==> src/rtl/capture_pkg.sv <==
// Shared types and defaults for the capture-trigger path (also used by the frame-grab controller).
package capture_pkg;

    typedef enum logic [2:0] {
        ST_IDLE      = 3'd0,
        ST_DEBOUNCE  = 3'd1,
        ST_DELAY     = 3'd2,
        ST_READY     = 3'd3,
        ST_RELEASE   = 3'd4,
        ST_HIBERNATE = 3'd5
    } capture_state_e;

    localparam int unsigned CAPTURE_DEFAULT_DELAY = 32'h0005_0000;

endpackage

==> src/rtl/key_debounce.sv <==
// Two-flop synchroniser for the raw shutter key plus a consecutive-sample qualifier
// that flips a stable level after DEB_CYCLES matching samples.
module key_debounce #(
    parameter int unsigned DEB_CYCLES = 16
) (
    input  logic clk,
    input  logic reset_n,
    input  logic key_n_i,
    input  logic restart_i,
    input  logic restart_lvl_i,
    output logic key_s_o,
    output logic key_stable_n_o,
    output logic press_evt_o,
    output logic release_evt_o
);

    localparam int unsigned DEB_W = (DEB_CYCLES > 1) ? $clog2(DEB_CYCLES) : 1;

    logic             sync1_q;
    logic             sync2_q;
    logic             stable_q;
    logic             stable_d;
    logic [DEB_W-1:0] cnt_q;
    logic [DEB_W-1:0] cnt_d;
    logic             differ;
    logic             hit;

    always_ff @(posedge clk or negedge reset_n) begin
        if (!reset_n) begin
            sync1_q  <= 1'b1;
            sync2_q  <= 1'b1;
            stable_q <= 1'b1;
            cnt_q    <= '0;
        end else begin
            sync1_q  <= key_n_i;
            sync2_q  <= sync1_q;
            stable_q <= stable_d;
            cnt_q    <= cnt_d;
        end
    end

    assign differ = (sync2_q != stable_q);
    assign hit    = differ && (cnt_q == DEB_W'(DEB_CYCLES - 1));

    // restart lets the sequencer re-qualify a level from scratch, whatever was seen before
    always_comb begin
        stable_d = stable_q;
        cnt_d    = cnt_q;
        if (restart_i) begin
            stable_d = restart_lvl_i;
            cnt_d    = '0;
        end else if (!differ) begin
            cnt_d = '0;
        end else if (hit) begin
            stable_d = sync2_q;
            cnt_d    = '0;
        end else begin
            cnt_d = cnt_q + DEB_W'(1);
        end
    end

    assign key_s_o        = sync2_q;
    assign key_stable_n_o = stable_q;
    assign press_evt_o    = hit && !sync2_q;
    assign release_evt_o  = hit && sync2_q;

endmodule

==> src/rtl/capture_trigger.sv <==
// Shutter-key capture sequencer: debounce, settle delay, then a burst of ready strobes.
// CAPTURE_AUTO_REARM_EN: re-arm via RELEASE after a burst; undefined = hibernate until reset.
module capture_trigger
    import capture_pkg::*;
#(
    parameter int unsigned CNT_W      = 20,
    parameter int unsigned DELAY      = CAPTURE_DEFAULT_DELAY,
    parameter int unsigned DEB_CYCLES = 16,
    parameter int unsigned NUM_SHOTS  = 1,
    parameter int unsigned SHOT_W     = $clog2(NUM_SHOTS + 1)
) (
    input  logic              clk,
    input  logic              reset_n,
    input  logic              key_n,
    input  logic              abort,
    output logic              ready,
    output logic              busy,
    output logic [SHOT_W-1:0] shot_idx,
    output logic              done
);

    capture_state_e    state_q;
    capture_state_e    state_d;
    logic [CNT_W-1:0]  dly_q;
    logic [CNT_W-1:0]  dly_d;
    logic [SHOT_W-1:0] shot_q;
    logic [SHOT_W-1:0] shot_d;

    logic key_s;
    logic key_stable_n;
    logic press_evt;
    logic release_evt;
    logic deb_restart;
    logic deb_lvl;
    logic in_burst;
    logic unused_sig;

    key_debounce #(
        .DEB_CYCLES(DEB_CYCLES)
    ) u_key_debounce (
        .clk           (clk),
        .reset_n       (reset_n),
        .key_n_i       (key_n),
        .restart_i     (deb_restart),
        .restart_lvl_i (deb_lvl),
        .key_s_o       (key_s),
        .key_stable_n_o(key_stable_n),
        .press_evt_o   (press_evt),
        .release_evt_o (release_evt)
    );

    assign unused_sig = key_stable_n ^ release_evt;

    always_ff @(posedge clk or negedge reset_n) begin
        if (!reset_n) begin
            state_q <= ST_IDLE;
            dly_q   <= '0;
            shot_q  <= '0;
        end else begin
            state_q <= state_d;
            dly_q   <= dly_d;
            shot_q  <= shot_d;
        end
    end

    assign in_burst = (state_q == ST_DEBOUNCE) || (state_q == ST_DELAY) || (state_q == ST_READY);

    always_comb begin
        state_d     = state_q;
        dly_d       = dly_q;
        shot_d      = shot_q;
        deb_restart = 1'b0;
        deb_lvl     = 1'b1;
        if (abort && in_burst) begin
            state_d     = ST_IDLE;
            dly_d       = '0;
            shot_d      = '0;
            deb_restart = 1'b1;
        end else begin
            case (state_q)
                ST_IDLE: begin
                    if (!key_s) begin
                        state_d     = ST_DEBOUNCE;
                        deb_restart = 1'b1;
                    end
                end
                ST_DEBOUNCE: begin
                    if (key_s) begin
                        state_d = ST_IDLE;
                    end else if (press_evt) begin
                        state_d = ST_DELAY;
                        dly_d   = '0;
                        shot_d  = '0;
                    end
                end
                ST_DELAY: begin
                    if (dly_q == CNT_W'(DELAY)) begin
                        state_d = ST_READY;
                    end else begin
                        dly_d = dly_q + CNT_W'(1);
                    end
                end
                ST_READY: begin
                    if (shot_q == SHOT_W'(NUM_SHOTS - 1)) begin
`ifdef CAPTURE_AUTO_REARM_EN
                        // treat the key as held so RELEASE counts only highs seen from here on
                        state_d     = ST_RELEASE;
                        deb_restart = 1'b1;
                        deb_lvl     = 1'b0;
`else
                        state_d = ST_HIBERNATE;
`endif
                    end else begin
                        state_d = ST_DELAY;
                        shot_d  = shot_q + SHOT_W'(1);
                        dly_d   = '0;
                    end
                end
`ifdef CAPTURE_AUTO_REARM_EN
                ST_RELEASE: begin
                    if (release_evt) begin
                        state_d = ST_IDLE;
                    end
                end
`endif
                ST_HIBERNATE: state_d = ST_HIBERNATE;
                default:      state_d = ST_IDLE;
            endcase
        end
    end

    assign ready    = (state_q == ST_READY);
    assign busy     = in_burst;
    assign done     = (state_q == ST_HIBERNATE) || (state_q == ST_RELEASE);
    assign shot_idx = shot_q;

endmodule

==> config.mk <==
export PLATFORM = sky130hd
export DESIGN_NAME = capture_trigger
export DESIGN_NICKNAME = d
export VERILOG_FILES = /design/src/rtl/capture_pkg.sv /design/src/rtl/key_debounce.sv /design/src/rtl/capture_trigger.sv
export SDC_FILE = /design/constraint.sdc
export NUM_CORES = 1
export LEC_CHECK = 0
export CAP_MARGIN = 20
export CORE_MARGIN = 5
export CORE_UTILIZATION = 39
export DETAILED_ROUTE_END_ITERATION = 16
export GPL_ROUTABILITY_DRIVEN = 1
export SYNTH_ARGS = -nofsm -noshare
export SYNTH_HDL_FRONTEND = slang
export SYNTH_SLANG_ARGS = --single-unit
==> constraint.sdc <==
create_clock -name clk -period 1.8 [get_ports clk]
set_input_delay 0.18 -clock clk [delete_from_list [all_inputs] [get_ports clk]]
set_output_delay 0.18 -clock clk [all_outputs]
set_load 0.05 [all_outputs]
==> flow_metrics.env <==
export IMPL_initial_core_util_pct=39.6
export IMPL_io_pins=8
export IMPL_htreeDepth=2
export IMPL_worstMarginPinSlew_ps=529
export IMPL_wl_per_cell_um=15.2
export IMPL_gp_congestion=0.808
export IMPL_crit_path_end_kind="flip-flop"
export IMPL_relSlewSlack_pct=64.6
export IMPL_slew_viol_final=0
export IMPL_core_area_mm2=0.00426
export IMPL_synth_top_cell_area_share_pct=40.1
export IMPL_area_growth_syn_to_layout_pct=20.8
export IMPL_r2r_end="dly_q[7]"
export IMPL_endpoint="dly_q[7]"
export IMPL_postSynthCellCount=188
export IMPL_cts_tree="yes"
export IMPL_cts_root_buffer="clkbuf_8"
export IMPL_syn_cell_area_mm2=0.00169
export IMPL_drtIter0Drc=101
export IMPL_dpl_hpwl_um=2560
export IMPL_seqPwrFrac_pct=44.2
export IMPL_dpl_cell_area_mm2=0.00188
export IMPL_grt_pass1_vias=1460
export IMPL_final_nets=209
export IMPL_ys_flop_type="dfrtp_1"
export IMPL_hold_path_class="input port to asynchronous set/reset pin"
export IMPL_cellLeakagePower_nw=0.856
export IMPL_cp_arrival_ps=1840
export IMPL_dp_cells=244
export IMPL_ant_nets=0
export IMPL_regToRegSetupSlack_ps=120
export IMPL_setup_slack_ps=124
export IMPL_crit_chain="ha_2 -> nand4_1 -> nor3_2 -> o31ai_2 -> buf_6 -> o21ai_0 -> o21ai_0"
export IMPL_antenna_found_initial=0
export IMPL_cpLargestDelayFamily="flip-flops"
export IMPL_cts_buffer_depth=2
export IMPL_cap_violations=0
export IMPL_internal_power_w=0.00118
export IMPL_nFillCells=412
export IMPL_cp_required_ps=1960
export IMPL_dr_pass1_iters=4
export IMPL_crit_cells=7
export IMPL_yosysWarnings=0
export IMPL_status="finished clean"
export IMPL_fp_dieW_um=75.8
export IMPL_finalWirelength_um=3870
export IMPL_clock_latency_ps=280
export IMPL_reg2reg_depth=7
export IMPL_crit_path_start_kind="flip-flop"
export IMPL_die_height_um=75.8
export IMPL_setup_viol_count_final=0
export IMPL_path_clk_slew_ps=60
export IMPL_grtUsageTotal_pct=15.2
export IMPL_synth_distinct_cells=40
export IMPL_syn_avg_cell_area_um2=8.97
export IMPL_std_cell_rows=24
export IMPL_synth_yosys_seq_area_share_pct=44.7
export IMPL_drive_gt1_share_pct=21.2
export IMPL_final_cell_area_mm2=0.00204
export IMPL_drc=0
export IMPL_cp_common_cell="o21ai_0"
export IMPL_dieArea_mm2=0.00574
export IMPL_swShare_pct=26.0
export IMPL_fin_skew_ps=5.06
export IMPL_synth_edf_count=0
export IMPL_yosysMostFrequentCell="dfrtp_1"
export IMPL_fmax_mhz=597
export IMPL_dp_slack_ps=53.1
export IMPL_slowest_delay_ps=400
export IMPL_peakVddDrop_mv=0.401
export IMPL_synth_top_cells_by_count="dfrtp_1 (27), o21ai_0 (26), nand2_1 (15)"
export IMPL_startpoint="u_key_debounce.cnt_q[0]"
export IMPL_cts_sinks=30
export IMPL_layout_cells_non_filler=255
export IMPL_synth_area_top_cells="dfrtp_1 (40%), o21ai_0 (7.7%), dfstp_2 (4.7%), a21oi_1 (3.9%), nand2_1 (3.3%)"
export IMPL_cp_buffers_inverters=1
export IMPL_synthesis_nets=195
export IMPL_grt_overflow_total=0
export IMPL_numPortBuffers=6
export IMPL_whs_ps=280
export IMPL_async_reset_ff_share_pct=100
export IMPL_post_route_min_period_ps=1680
export IMPL_period_share_pct=93.1
export IMPL_setup_tns_final_ps=0
export IMPL_holdBufCountCts=0
export IMPL_grt_max_degree=31
export IMPL_setup_worst_path_class="flip-flop to flip-flop"
export IMPL_path_max_fanout=19
export IMPL_synth_seq_cells=30
export IMPL_grt_first_pass_wirelength_um=6620
export IMPL_vias=1471
export IMPL_cp_slowest_cell="dfrtp_1"
export IMPL_p_per_area_mw_per_mm2=785
export IMPL_r2r_start="u_key_debounce.cnt_q[0]"
export IMPL_viasPerCell=5.77
export IMPL_cts_buffers=5
export IMPL_num_antenna_cells=0
export IMPL_netlist_top_cell_by_area="dfrtp_1"
export IMPL_power_switching_w=0.000417
export IMPL_clock_power_share_pct=41.9
export IMPL_hold_viol=0
export IMPL_pwr_share_comb_pct=13.9
[per-layer routing]
metal / global-route usage, % / routed length [µm]
met1: 18.9 / 1790
met3: 4.22 / 118
met4: 6.80 / 50
met5: 0 / 0
met2: 24.4 / 1900
[worst reg2reg max path, stage by stage (launching register included)]
cell and delay (ps):
dfrtp_1 400, ha_2 230, nand4_1 180, nor3_2 220, o31ai_2 80, buf_6 170
o21ai_0 170, o21ai_0 100
[cells by family (layout without fill, tap and decap cells)]
group | count (synthesis) | count (layout) | synth area share, %
adder cells (fa/ha/maj) | 3 | 3 | 2.23
AND/OR/NAND/NOR | 72 | 72 | 24.8
buffers and inverters | 18 | 33 | 5.12
flip-flops | 30 | 30 | 44.7
other | 1 | 1 | 0.222
multiplexers | 1 | 1 | 0.593
XOR/XNOR | 3 | 3 | 1.56
AO/OA/AOI/OAI | 60 | 60 | 20.8
[what timing repair did]
action	in CTS	in global routing
buffers inserted	0	3
resized for setup	0	17
endpoints found under the setup margin	0	21
[state kept, by name, indices dropped and copies added, names as in the netlist]
| register | count |
|---|---|
| u_key_debounce.key_stable_n_o | 1 |
| u_key_debounce.cnt_q | 4 |
| state_q | 3 |
| u_key_debounce.key_s_o | 1 |
| u_key_debounce.sync1_q | 1 |
| dly_q | 20 |
[layout make-up]
| cell class | instances | area (µm²) | share of cell area, % |
|---|---|---|---|
| inverters | 6 | 22.5 | 1.10 |
| flip-flops and latches | 30 | 756 | 37.1 |
| clock inverters | 3 | 40.0 | 1.96 |
| repair buffers | 19 | 204 | 10.0 |
| multi-input cells | 140 | 882 | 43.3 |
| well taps | 52 | 65.1 | 3.19 |
| clock buffers | 5 | 68.8 | 3.38 |
[layout by cell type (no fill, tap or decap), types with 3 or more instances in the layout]
| cell | count |
|---|---|
| dfrtp_1 | 26 |
| o21ai_0 | 19 |
| nand2_1 | 15 |
| a21oi_1 | 12 |
| nor2_1 | 11 |
| buf_4 | 11 |
| o21ai_1 | 10 |
| nand3_1 | 9 |
| nand4_1 | 8 |
| inv_1 | 6 |
| a31oi_1 | 6 |
| and3_1 | 5 |
| o31ai_1 | 5 |
| clkbuf_8 | 5 |
| buf_12 | 4 |
| nor2b_1 | 3 |
| nor4_2 | 3 |
| clkdlybuf4s50_1 | 3 |
| dfstp_2 | 3 |
[power by group through the flow]
stage                     registers [W]  clock network [W]  logic, W
final                          0.000707           0.000671  0.000223
after floorplan                0.000715                  0  0.000119
after global placement         0.000717                  0  0.000196
after detailed placement       0.000719                  0  0.000200
after CTS                      0.000706           0.000686  0.000201
after global routing           0.000708           0.000713  0.000249
[metrics by stage]
| stage | power, W | utilization [%] |
|---|---|---|
| 2_1_floorplan | 0.000834 | - |
| 3_3_place_gp | 0.000913 | 44.0 |
| 3_5_place_dp | 0.000919 | 44.0 |
| 4_1_cts | 0.00159 | 46.6 |
| 5_1_grt | 0.00167 | 47.8 |
| 6_report | 0.00160 | 47.8 |
[worst min-delay path by stage]
stage                                 from                endpoint  slack (ps)  depth (start not counted)
floorplan                          reset_n                dly_q[0]        -120                          0
global placement    u_key_debounce.sync1_q  u_key_debounce.key_s_o         350                          0
detailed placement  u_key_debounce.sync1_q  u_key_debounce.key_s_o         350                          0
CTS                                reset_n              state_q[0]         290                          2
global route                         key_n  u_key_debounce.sync1_q         300                          1
finish                             reset_n              state_q[1]         280                          2
No activity file was read; power rests on OpenSTA's default activity.
